`config.mk`:
```
export PLATFORM = sky130hd
export DESIGN_NAME = sofa_plus_scan_ctrl
export DESIGN_NICKNAME = d
export VERILOG_FILES = /design/src/rtl/sofa_plus_scan_pkg.sv /design/src/rtl/sofa_plus_scan_shreg.sv /design/src/rtl/sofa_plus_scan_ctrl.sv
export SDC_FILE = /design/constraint.sdc
export NUM_CORES = 1
export LEC_CHECK = 0
export CORE_UTILIZATION = 45
export DETAILED_ROUTE_END_ITERATION = 6
export PLACE_DENSITY = 0.82
export SETUP_SLACK_MARGIN = 0.4
export SLEW_MARGIN = 30
export SYNTH_ARGS = -nofsm -noshare
export SYNTH_HDL_FRONTEND = slang
export SYNTH_SLANG_ARGS = --single-unit
```
`constraint.sdc`:
```
create_clock -name C -period 4.2 [get_ports C]
set_clock_uncertainty 0.1 [all_clocks]
set_input_delay 1.26 -clock C [delete_from_list [all_inputs] [get_ports C]]
set_output_delay 1.26 -clock C [all_outputs]
set_load 0.1 [all_outputs]
```
`src/rtl/sofa_plus_scan_pkg.sv`:
```
// Shared types and helpers for the sofa_plus scan-chain controller.
// Used by sofa_plus_scan_ctrl and sofa_plus_scan_shreg.
package sofa_plus_scan_pkg;

   typedef enum logic [2:0] {
      S_IDLE,
      S_LOAD,
      S_CAPTURE,
      S_UNLOAD,
      S_DONE
   } scan_state_t;

   // Bits needed to hold the values 0..n inclusive.
   function automatic int cnt_width(input int n);
      return (n < 1) ? 1 : $clog2(n + 1);
   endfunction

endpackage

```
`src/rtl/sofa_plus_scan_shreg.sv`:
```
// CHAIN_LEN-bit register with parallel load and MSB-first serial shift.
// Shifts toward the MSB, taking i_si into bit 0 and presenting bit WIDTH-1 on o_so.
module sofa_plus_scan_shreg #(
   parameter int WIDTH = 32
) (
   input  logic             clk,
   input  logic             rst,
   input  logic             i_load,
   input  logic [WIDTH-1:0] i_data,
   input  logic             i_shift,
   input  logic             i_si,
   output logic             o_so,
   output logic [WIDTH-1:0] o_q
);

   logic [WIDTH-1:0] r_q;

   always_ff @(posedge clk or posedge rst) begin
      if (rst) begin
         r_q <= '0;
      end else if (i_load) begin
         r_q <= i_data;
      end else if (i_shift) begin
         r_q <= {r_q[WIDTH-2:0], i_si};
      end
   end

   assign o_so = r_q[WIDTH-1];
   assign o_q  = r_q;

endmodule

```
`src/rtl/sofa_plus_scan_ctrl.sv`:
```
// Scan-chain controller: serial load, functional capture, serial unload into a result register.
// Optional result comparison is enabled by defining SOFA_PLUS_SCAN_CMP_EN.
module sofa_plus_scan_ctrl
   import sofa_plus_scan_pkg::*;
#(
   parameter int CHAIN_LEN      = 32,
   parameter int CAPTURE_CYCLES = 1
) (
   input  logic                                  C,
   input  logic                                  R,
   input  logic                                  start,
   input  logic [CHAIN_LEN-1:0]                  pattern_in,
   input  logic [CHAIN_LEN-1:0]                  expected_in,
   output logic                                  ready,
   output logic                                  scan_en,
   output logic                                  scan_di,
   input  logic                                  scan_do,
   output logic [CHAIN_LEN-1:0]                  result,
   output logic                                  result_valid,
   input  logic                                  result_ack,
   output logic                                  mismatch,
   output logic [cnt_width(CHAIN_LEN)-1:0]       mismatch_cnt
);

   localparam int MCNT_W = cnt_width(CHAIN_LEN);
   // Covers the longer of the shift phases and the capture phase.
   localparam int CNT_W  = cnt_width((CAPTURE_CYCLES > CHAIN_LEN) ? CAPTURE_CYCLES : CHAIN_LEN);

   scan_state_t        r_state;
   logic [CNT_W-1:0]   r_cnt;
   logic               r_ready;
   logic               r_scan_en;
   logic               r_scan_di;
   logic               r_result_valid;

   logic               w_accept;
   logic               w_pat_msb;
   logic [CHAIN_LEN-1:0] w_pat_q_unused;
   logic               w_res_so_unused;

   assign w_accept = (r_state == S_IDLE) && start;

   // The MSB goes straight to scan_di on the accepting edge; the rest queue up behind it.
   sofa_plus_scan_shreg #(.WIDTH(CHAIN_LEN)) u_pattern (
      .clk     (C),
      .rst     (R),
      .i_load  (w_accept),
      .i_data  ({pattern_in[CHAIN_LEN-2:0], 1'b0}),
      .i_shift (r_state == S_LOAD),
      .i_si    (1'b0),
      .o_so    (w_pat_msb),
      .o_q     (w_pat_q_unused)
   );

   sofa_plus_scan_shreg #(.WIDTH(CHAIN_LEN)) u_result (
      .clk     (C),
      .rst     (R),
      .i_load  (1'b0),
      .i_data  ('0),
      .i_shift (r_state == S_UNLOAD),
      .i_si    (scan_do),
      .o_so    (w_res_so_unused),
      .o_q     (result)
   );

   always_ff @(posedge C or posedge R) begin
      if (R) begin
         r_state        <= S_IDLE;
         r_cnt          <= '0;
         r_ready        <= 1'b1;
         r_scan_en      <= 1'b0;
         r_scan_di      <= 1'b0;
         r_result_valid <= 1'b0;
      end else begin
         case (r_state)
            S_IDLE: begin
               if (start) begin
                  r_state   <= S_LOAD;
                  r_cnt     <= CNT_W'(CHAIN_LEN - 1);
                  r_ready   <= 1'b0;
                  r_scan_en <= 1'b1;
                  r_scan_di <= pattern_in[CHAIN_LEN-1];
               end
            end
            S_LOAD: begin
               if (r_cnt == '0) begin
                  r_state   <= S_CAPTURE;
                  r_cnt     <= CNT_W'(CAPTURE_CYCLES - 1);
                  r_scan_en <= 1'b0;
                  r_scan_di <= 1'b0;
               end else begin
                  r_cnt     <= r_cnt - 1'b1;
                  r_scan_di <= w_pat_msb;
               end
            end
            S_CAPTURE: begin
               if (r_cnt == '0) begin
                  r_state   <= S_UNLOAD;
                  r_cnt     <= CNT_W'(CHAIN_LEN - 1);
                  r_scan_en <= 1'b1;
               end else begin
                  r_cnt <= r_cnt - 1'b1;
               end
            end
            S_UNLOAD: begin
               if (r_cnt == '0) begin
                  r_state   <= S_DONE;
                  r_scan_en <= 1'b0;
               end else begin
                  r_cnt <= r_cnt - 1'b1;
               end
            end
            S_DONE: begin
               // First DONE cycle settles the result (and comparison) before it is flagged valid.
               if (!r_result_valid) begin
                  r_result_valid <= 1'b1;
               end else if (result_ack) begin
                  r_state        <= S_IDLE;
                  r_result_valid <= 1'b0;
                  r_ready        <= 1'b1;
               end
            end
            default: begin
               r_state   <= S_IDLE;
               r_ready   <= 1'b1;
               r_scan_en <= 1'b0;
               r_scan_di <= 1'b0;
            end
         endcase
      end
   end

   assign ready        = r_ready;
   assign scan_en      = r_scan_en;
   assign scan_di      = r_scan_di;
   assign result_valid = r_result_valid;

`ifdef SOFA_PLUS_SCAN_CMP_EN
   logic [CHAIN_LEN-1:0] r_expected;
   logic                 r_mismatch;
   logic [MCNT_W-1:0]    r_mismatch_cnt;
   logic [CHAIN_LEN-1:0] w_diff;
   logic [MCNT_W-1:0]    w_popcnt;

   assign w_diff = result ^ r_expected;

   always_comb begin
      w_popcnt = '0;
      for (int i = 0; i < CHAIN_LEN; i++) begin
         w_popcnt = w_popcnt + MCNT_W'(w_diff[i]);
      end
   end

   always_ff @(posedge C or posedge R) begin
      if (R) begin
         r_expected     <= '0;
         r_mismatch     <= 1'b0;
         r_mismatch_cnt <= '0;
      end else begin
         if (w_accept) begin
            r_expected <= expected_in;
         end
         if ((r_state == S_DONE) && !r_result_valid) begin
            r_mismatch     <= |w_diff;
            r_mismatch_cnt <= w_popcnt;
         end
      end
   end

   assign mismatch     = r_mismatch;
   assign mismatch_cnt = r_mismatch_cnt;
`else
   logic w_expected_unused;
   assign w_expected_unused = ^expected_in;
   assign mismatch          = 1'b0;
   assign mismatch_cnt      = '0;
`endif

endmodule
```
==> metrics.md, run 1 <==
| Metric | Value |
|---|---|
| Outcome | complete, no violations |
| TritonCTS Buffers | 9 |
| CP peak stage delay | around 1200 ps |
| Register Area | between 1500 and 2000 sq um |
| Worst Slack Setup Final | 967 ps |
| Crit path depth | 1 |
| Worst reg2reg endpoint | r_cnt[5] |
| Core Region | about 7300 sq um |
| Register area share after synthesis | a little under three fifths |
| CP Capture Type | primary output |
| Cell count of the worst reg-to-reg path | 6 |
| Final min period | 3230 ps |
| Number of nets in the layout | approximately 440 |
| Post-DRT Antenna Nets | 0 |
| Startpoint Class | flop |
| Post-CTS setup buffers | 0 |
| Reg clk slew, reported paths | 80 ps |
| Async set-reset flop share out of synthesis | between 90% and 100% |
| CP Class | reg -> out |
| Max Root-Sink Buffers | 2 |
| Critical path required time | approximately 2800 ps |
| R2R Setup Slk | about 1900 ps |
| DRT Wirelength | approximately 6.6 mm |
| Drt drc | 0 |
| P_leak | a little over 2 nW |
| Initial antenna violation count | 0 |
| First-pass GRT wire length | 11.1 mm |
| CTS Sinks | between 70 and 80 |
| Root Buffer | clkbuf_8 |
| WL/cell | around 14 um |
| Largest net degree at the start of global routing | a little over 60 |
| Placed cell areas | roughly 4200 sq um |
| Initial DRC count | 113 |
| Slowest CP cell | clkdlybuf4s50_1 |
| Top cell family by delay on the critical path | buffers and inverters |
| Buf/Inv on CP | 1 |
| Remaining Overflow, GRT | 0 |
| Dominant cell by count in the synthesized netlist | dfrtp_1 |
| Total GRT Usage | approximately a fifth |
| Commonest cells post-synth | dfrtp_1 (75), nand2_1 (40), mux2_2 (32), o21ai_0 (32), mux2i_1 (29) |
| Post-route cell area | approximately 4400 sq um |
| Num rows | 31 |
| RSZ-0062 raised after global routing | false |
| Net Switching | 1.53 mW |
| Cts repair resizes | 0 |
| Synth warn | 0 |
| Vias | roughly 2.4k |
| Multi-input gate area | 1380 sq um |
| Via/cell ratio | 5.18 |
| Final core occ | around three fifths |
| Net Sw Frac | about 44% |
| Cell area after synthesis | 3410 sq um |
| Design Power | about 3.5 mW |
| I/O pin count | 112 |
| Hold path depth | 1 |
| Endpoints failing hold | 0 |
| Initial Util | roughly 47% |
| Hold Crit Class | reg -> reg |
| Placed cell count | 453 |
| H-tree depth | 3 |
| Layout cell share with drive strength beyond 1 | 16.2% |
| Int Pwr | approximately 1.9 mW |
| Setup WS pre-CTS | roughly 1100 ps |
| Vias in the first global route | roughly 2.4k |
| Ys flop type | dfrtp_1 |
| Critical R2R Launch | r_cnt[0] |
| Yosys top cell area share | between 50% and 60% |
| Cell chain of the critical path | clkdlybuf4s50_1 |
| Maximum VDD drop | 0.830 mV |
| Period utilization | approximately 77% |
| Slew Limit Fails | 0 |
| Placer Congestion | approximately 0.80 |
| Min-delay src | u_pattern.o_q[30] |
| Clock share of power | 19.0% |
| Area Overhead vs Synth | 29.5% |
| Max Clk Rate | around 300 MHz |
| Latest clock arrival within the worst-skew pair | 340 ps |
| CTS tree | done |
| N_diodes | 0 |
| Distinct cells, synth | 41 |
| Pwr/cell area | approximately 780 nW/um^2 |
| # fillers | 642 |
| Hold Path Sink | u_pattern.o_q[30] |
| Pre-antenna DRT Iters | 4 |
| CTS Hold Buffers Added | 0 |
| Min Hold Slack | about 380 ps |
| Final setup vio count | 0 |
| Number of flops mapped to enable cells by yosys | 0 |
| Slew margin rel. | between 30% and 40% |
| Slew @ Worst Pin | just under 1000 ps |
| Combinational Power Share | between 40% and 50% |
| Height of the die | slightly below 90 um |
| Mapped Cells | 298 |
| Die width | 89.0 um |
| Register bit total from synthesis | between 70 and 80 |
| Leading area contributor after synthesis | dfrtp_1 |
| Max-cap violations | 0 |
| Syn Area/Cell | ~11 sq um |
| Top post-synthesis cells by area | dfrtp_1 (55%), mux2_2 (11%), mux2i_1 (8.5%) |
| Worst-path fanout max | 3 |
| DIE AREA | between 7000 and 8000 sq um |
| Setup Total Neg Slack | 0 ps |
| PortBufs | 72 |
| Critical Path AT | ~1900 ps |
| Post-detail-place hpwl | ~4.5 mm |
| Sequential fraction of design power | 33.0% |
| Post-route insts no fill | approximately 470 |
## worst max-delay path by stage
stage          startpoint               end  slack, ps
2_1_floorplan           R          r_cnt[0]        900
3_3_place_gp        start  u_pattern.o_q[1]       1100
3_5_place_dp        start  u_pattern.o_q[1]       1080
4_1_cts           scan_en           scan_en        930
5_1_grt           scan_en           scan_en        910
6_report          scan_en           scan_en        970
## cell usage in the layout, fill, tap and decap left out, types with 2 or more instances in the layout
cell              n
o31ai_1           2
clkdlybuf4s50_1  71
mux2_2           32
a2bb2oi_1         2
o22a_1            2
buf_4             5
nor2b_1           3
a21o_1            2
inv_1             5
nor2_1            9
dfrtp_1          75
nand2_1          40
clkinv_4          2
a31oi_1           2
a22o_1            3
o21ai_0          32
clkbuf_8          9
a21oi_1           5
nor3_1            4
conb_1            7
and3_1            2
bufinv_16         3
mux2i_1          29
## cell type report
class | instances | share of cell area, %
clock inverter | 6 | 2.55
sequential | 76 | 43.1
tap | 99 | 2.80
multi-input combinational | 196 | 31.2
timing repair buffer | 76 | 16.9
clock buffer | 10 | 2.89
inverter | 6 | 0.510
## sequential cells by signal (all words and copies together) (netlist names)
register / cells
ready: 1
result_valid: 1
u_result.o_q: 32
scan_di: 1
r_cnt: 6
scan_en: 1
r_state: 3
u_pattern.o_q: 31
## metal layers
layer	GRT usage, %	vias to the layer above	wire length [um]
li1	-	1171	-
met1	22.7	1192	2940
met2	31.7	64	3290
met3	6.37	4	372
met4	5.34	0	55
met5	0	-	0
## cell families after synthesis
logic type	after synthesis	share of synthesized area [%]
multiplexers	61	19.1
adder cells (fa/ha/maj)	1	0.367
AND/OR/NAND/NOR	67	8.81
AO/OA/AOI/OAI	59	11.0
other	1	0.110
buffers and inverters	32	4.59
flip-flops	76	55.8
XOR/XNOR	1	0.257
## power groups by stage
stage                     logic [mW]  clock network [mW]  registers [mW]
final                           1.66               0.659            1.14
after CTS                       1.68               0.676            1.14
after global placement          1.63                   0            1.14
after detailed placement        1.67                   0            1.15
after global routing            1.77               0.704            1.18
after floorplan                0.760                   0            1.70
Note: power is estimated with default switching activity, not from simulation.
==> run 2: changes to the inputs <==
--- a/config.mk
+++ b/config.mk
@@ -5,9 +5,9 @@
 export SDC_FILE = /design/constraint.sdc
 export NUM_CORES = 1
 export LEC_CHECK = 0
-export CORE_UTILIZATION = 45
+export CORE_UTILIZATION = 41
 export DETAILED_ROUTE_END_ITERATION = 6
-export PLACE_DENSITY = 0.82
+export PLACE_DENSITY = 0.79
 export SETUP_SLACK_MARGIN = 0.4
 export SLEW_MARGIN = 30
 export SYNTH_ARGS = -nofsm -noshare
==> constraint.sdc (replaced) <==
create_clock -name C -period 2.6 [get_ports C]
set_clock_uncertainty 0.1 [all_clocks]
set_input_delay 0.78 -clock C [delete_from_list [all_inputs] [get_ports C]]
set_output_delay 0.78 -clock C [all_outputs]
set_load 0.1 [all_outputs]
==> metrics.md, run 2 (same netlist as run 1, synthesis figures left out) <==
| Metric | Value |
|---|---|
| Post-route insts no fill | approximately 480 |
| Latest clock arrival within the worst-skew pair | roughly 330 ps |
| I/O pin count | between 100 and 150 |
| P_leak | around 2.2 nW |
| Largest net degree at the start of global routing | just under 80 |
| Number of nets in the layout | approximately 440 |
| Slew margin rel. | between 60% and 70% |
| CTS Hold Buffers Added | 0 |
| Max Clk Rate | ~480 MHz |
| Met2 GRT Util | between 20% and 30% |
| Top Usage Layer GRT | met2 |
| Vias | between 2k and 2.5k |
| Height of the die | 93.2 um |
| Met3 usage | under 10% |
| Root Buffer | clkbuf_8 |
| Multi-input gate area | between 1000 and 1500 sq um |
| Post-detail-place hpwl | between 4 and 5 mm |
| # fillers | roughly 650 |
| Placer Congestion | 0.830 |
| Reg clk slew, reported paths | roughly 80 ps |
| N_diodes | 0 |
| Die width | approximately 93 um |
| Critical path required time | 2730 ps |
| Total GRT Usage | about 17% |
| Slew Limit Fails | 0 |
| Via/cell ratio | between 5 and 6 |
| Layout cell share with drive strength beyond 1 | a little over a quarter |
| Cell chain of the critical path | inv_1 -> ha_1 -> or4b_4 -> nor2_1 -> nor2_1 -> o221a_2 |
| Initial DRC count | about 100 |
| Vias in the first global route | 2417 |
| Remaining Overflow, GRT | 0 |
| DRT Wirelength | about 6.5 mm |
| Endpoints failing hold | 0 |
| CP Class | reg -> reg |
| RSZ-0062 raised after global routing | false |
| Max-cap violations | 0 |
| Worst-path fanout max | 6 |
| Drt drc | 0 |
| Initial antenna violation count | 0 |
| Max reg flops | 32 |
| First-pass GRT wire length | approximately 11 mm |
| Slowest CP cell | or4b_4 |
| Commonest non-fill, non-tap cell in the layout | dfrtp_1 |
| Placed cell count | between 400 and 500 |
| Final setup vio count | 0 |
| Most frequent cells in the layout | dfrtp_1 (75), nand2_1 (40), buf_4 (40), clkdlybuf4s50_1 (36), mux2_2 (32) |
| Register Area | between 1500 and 2000 sq um |
| H-tree depth | 3 |
| PortBufs | approximately 70 |
| Most frequent CP cell | nor2_1 |
| DIE AREA | 8680 sq um |
| CTS tree | done |
| Period utilization | about four fifths |
| Setup Total Neg Slack | 0 ps |
| Critical Path AT | 2200 ps |
| Slew @ Worst Pin | 490 ps |
| WL/cell | approximately 14 um |
| Max Root-Sink Buffers | 2 |
| Setup WS pre-CTS | ~300 ps |
| Final min period | 2070 ps |
| Initial Util | 43.2% |
| Pre-antenna DRT Iters | 4 |
| Design Power | between 5 and 6 mW |
| Startpoint Class | flop |
| Area Overhead vs Synth | 30.6% |
| Outcome | complete, no violations |
| Worst Slack Setup Final | about 530 ps |
| Hold Crit Class | reg -> reg |
| Post-DRT Antenna Nets | 0 |
| CP peak stage delay | approximately 530 ps |
| Num rows | 32 |
| Core Region | about 8000 sq um |
| CTS Sinks | between 70 and 80 |
| Met1 usage | a little over a fifth |
| TritonCTS Buffers | 9 |
| Pwr/cell area | 1280 nW/um^2 |
| CP Capture Type | flop |
| Maximum VDD drop | roughly 1.2 mV |
[run 2: cell count changes in the layout (fill, tap and decap cells not counted), sizes merged]
cell           change
inv                -1
clkbuf             +2
clkdlybuf4s50     -35
buf               +39
clkinv             -3
clkinvlp           +1
bufinv             +1
[run 2: power by group]
| part | switching [mW] | internal [mW] |
|---|---|---|
| clock network | 0.414 | 0.763 |
| registers | 0.252 | 1.55 |
| logic | 1.78 | 0.949 |
[run 2: stage by stage]
step / hold slack (ps) / area, sq um / utilization [%]
CTS: 386 / 4440 / 56.3
detailed placement: 374 / 4180 / 53.0
global placement: 361 / 4180 / 53.0
global route: 401 / 4450 / 56.4
finish: 387 / 4450 / 56.4
floorplan: 349 / 3440 / -
[run 2: worst max-delay path: cells and delay by family, from the launching register on]
family | cells | cell delay, ps
and+or+nand+nor | 3 | 920
DFF | 1 | 410
AOI/OAI and AO/OA | 1 | 270
adders and majority gates | 1 | 200
buffers and inverters | 1 | 70
[run 2: layout make-up]
type | count | area share [%]
Clock buffer | 12 | 3.26
Timing Repair Buffer | 80 | 16.6
Clock inverter | 4 | 2.70
Inverter | 6 | 0.590
Sequential cell | 76 | 42.7
Tap cell | 102 | 2.87
Multi-Input combinational cell | 196 | 31.2
[run 2: worst paths after layout]
| path | start | endpoint | slack [ps] | depth (start not counted) |
|---|---|---|---|---|
| worst max-delay path | r_cnt[0] | r_cnt[4] | 530 | 6 |
| worst min-delay path | ready | ready | 390 | 2 |
| worst max register to register | r_cnt[0] | r_cnt[4] | 530 | 6 |
| worst min register to register | ready | ready | 390 | 2 |
| max in group asynchronous | R | ready | 1260 | 3 |
| min in group asynchronous | R | u_pattern.o_q[10] | 800 | 3 |
[run 2: per-layer routing]
metal / wire length, um / vias up
met2: 3290 / 41
met1: 2890 / 1163
li1: - / 1171
met4: 107 / 0
met5: 0 / -
met3: 195 / 10
[run 2: repair_timing]
item,in CTS,in global routing
resized for setup,1,4
setup endpoints to repair,1,6
setup buffers,0,0
hold endpoints to repair,0,0
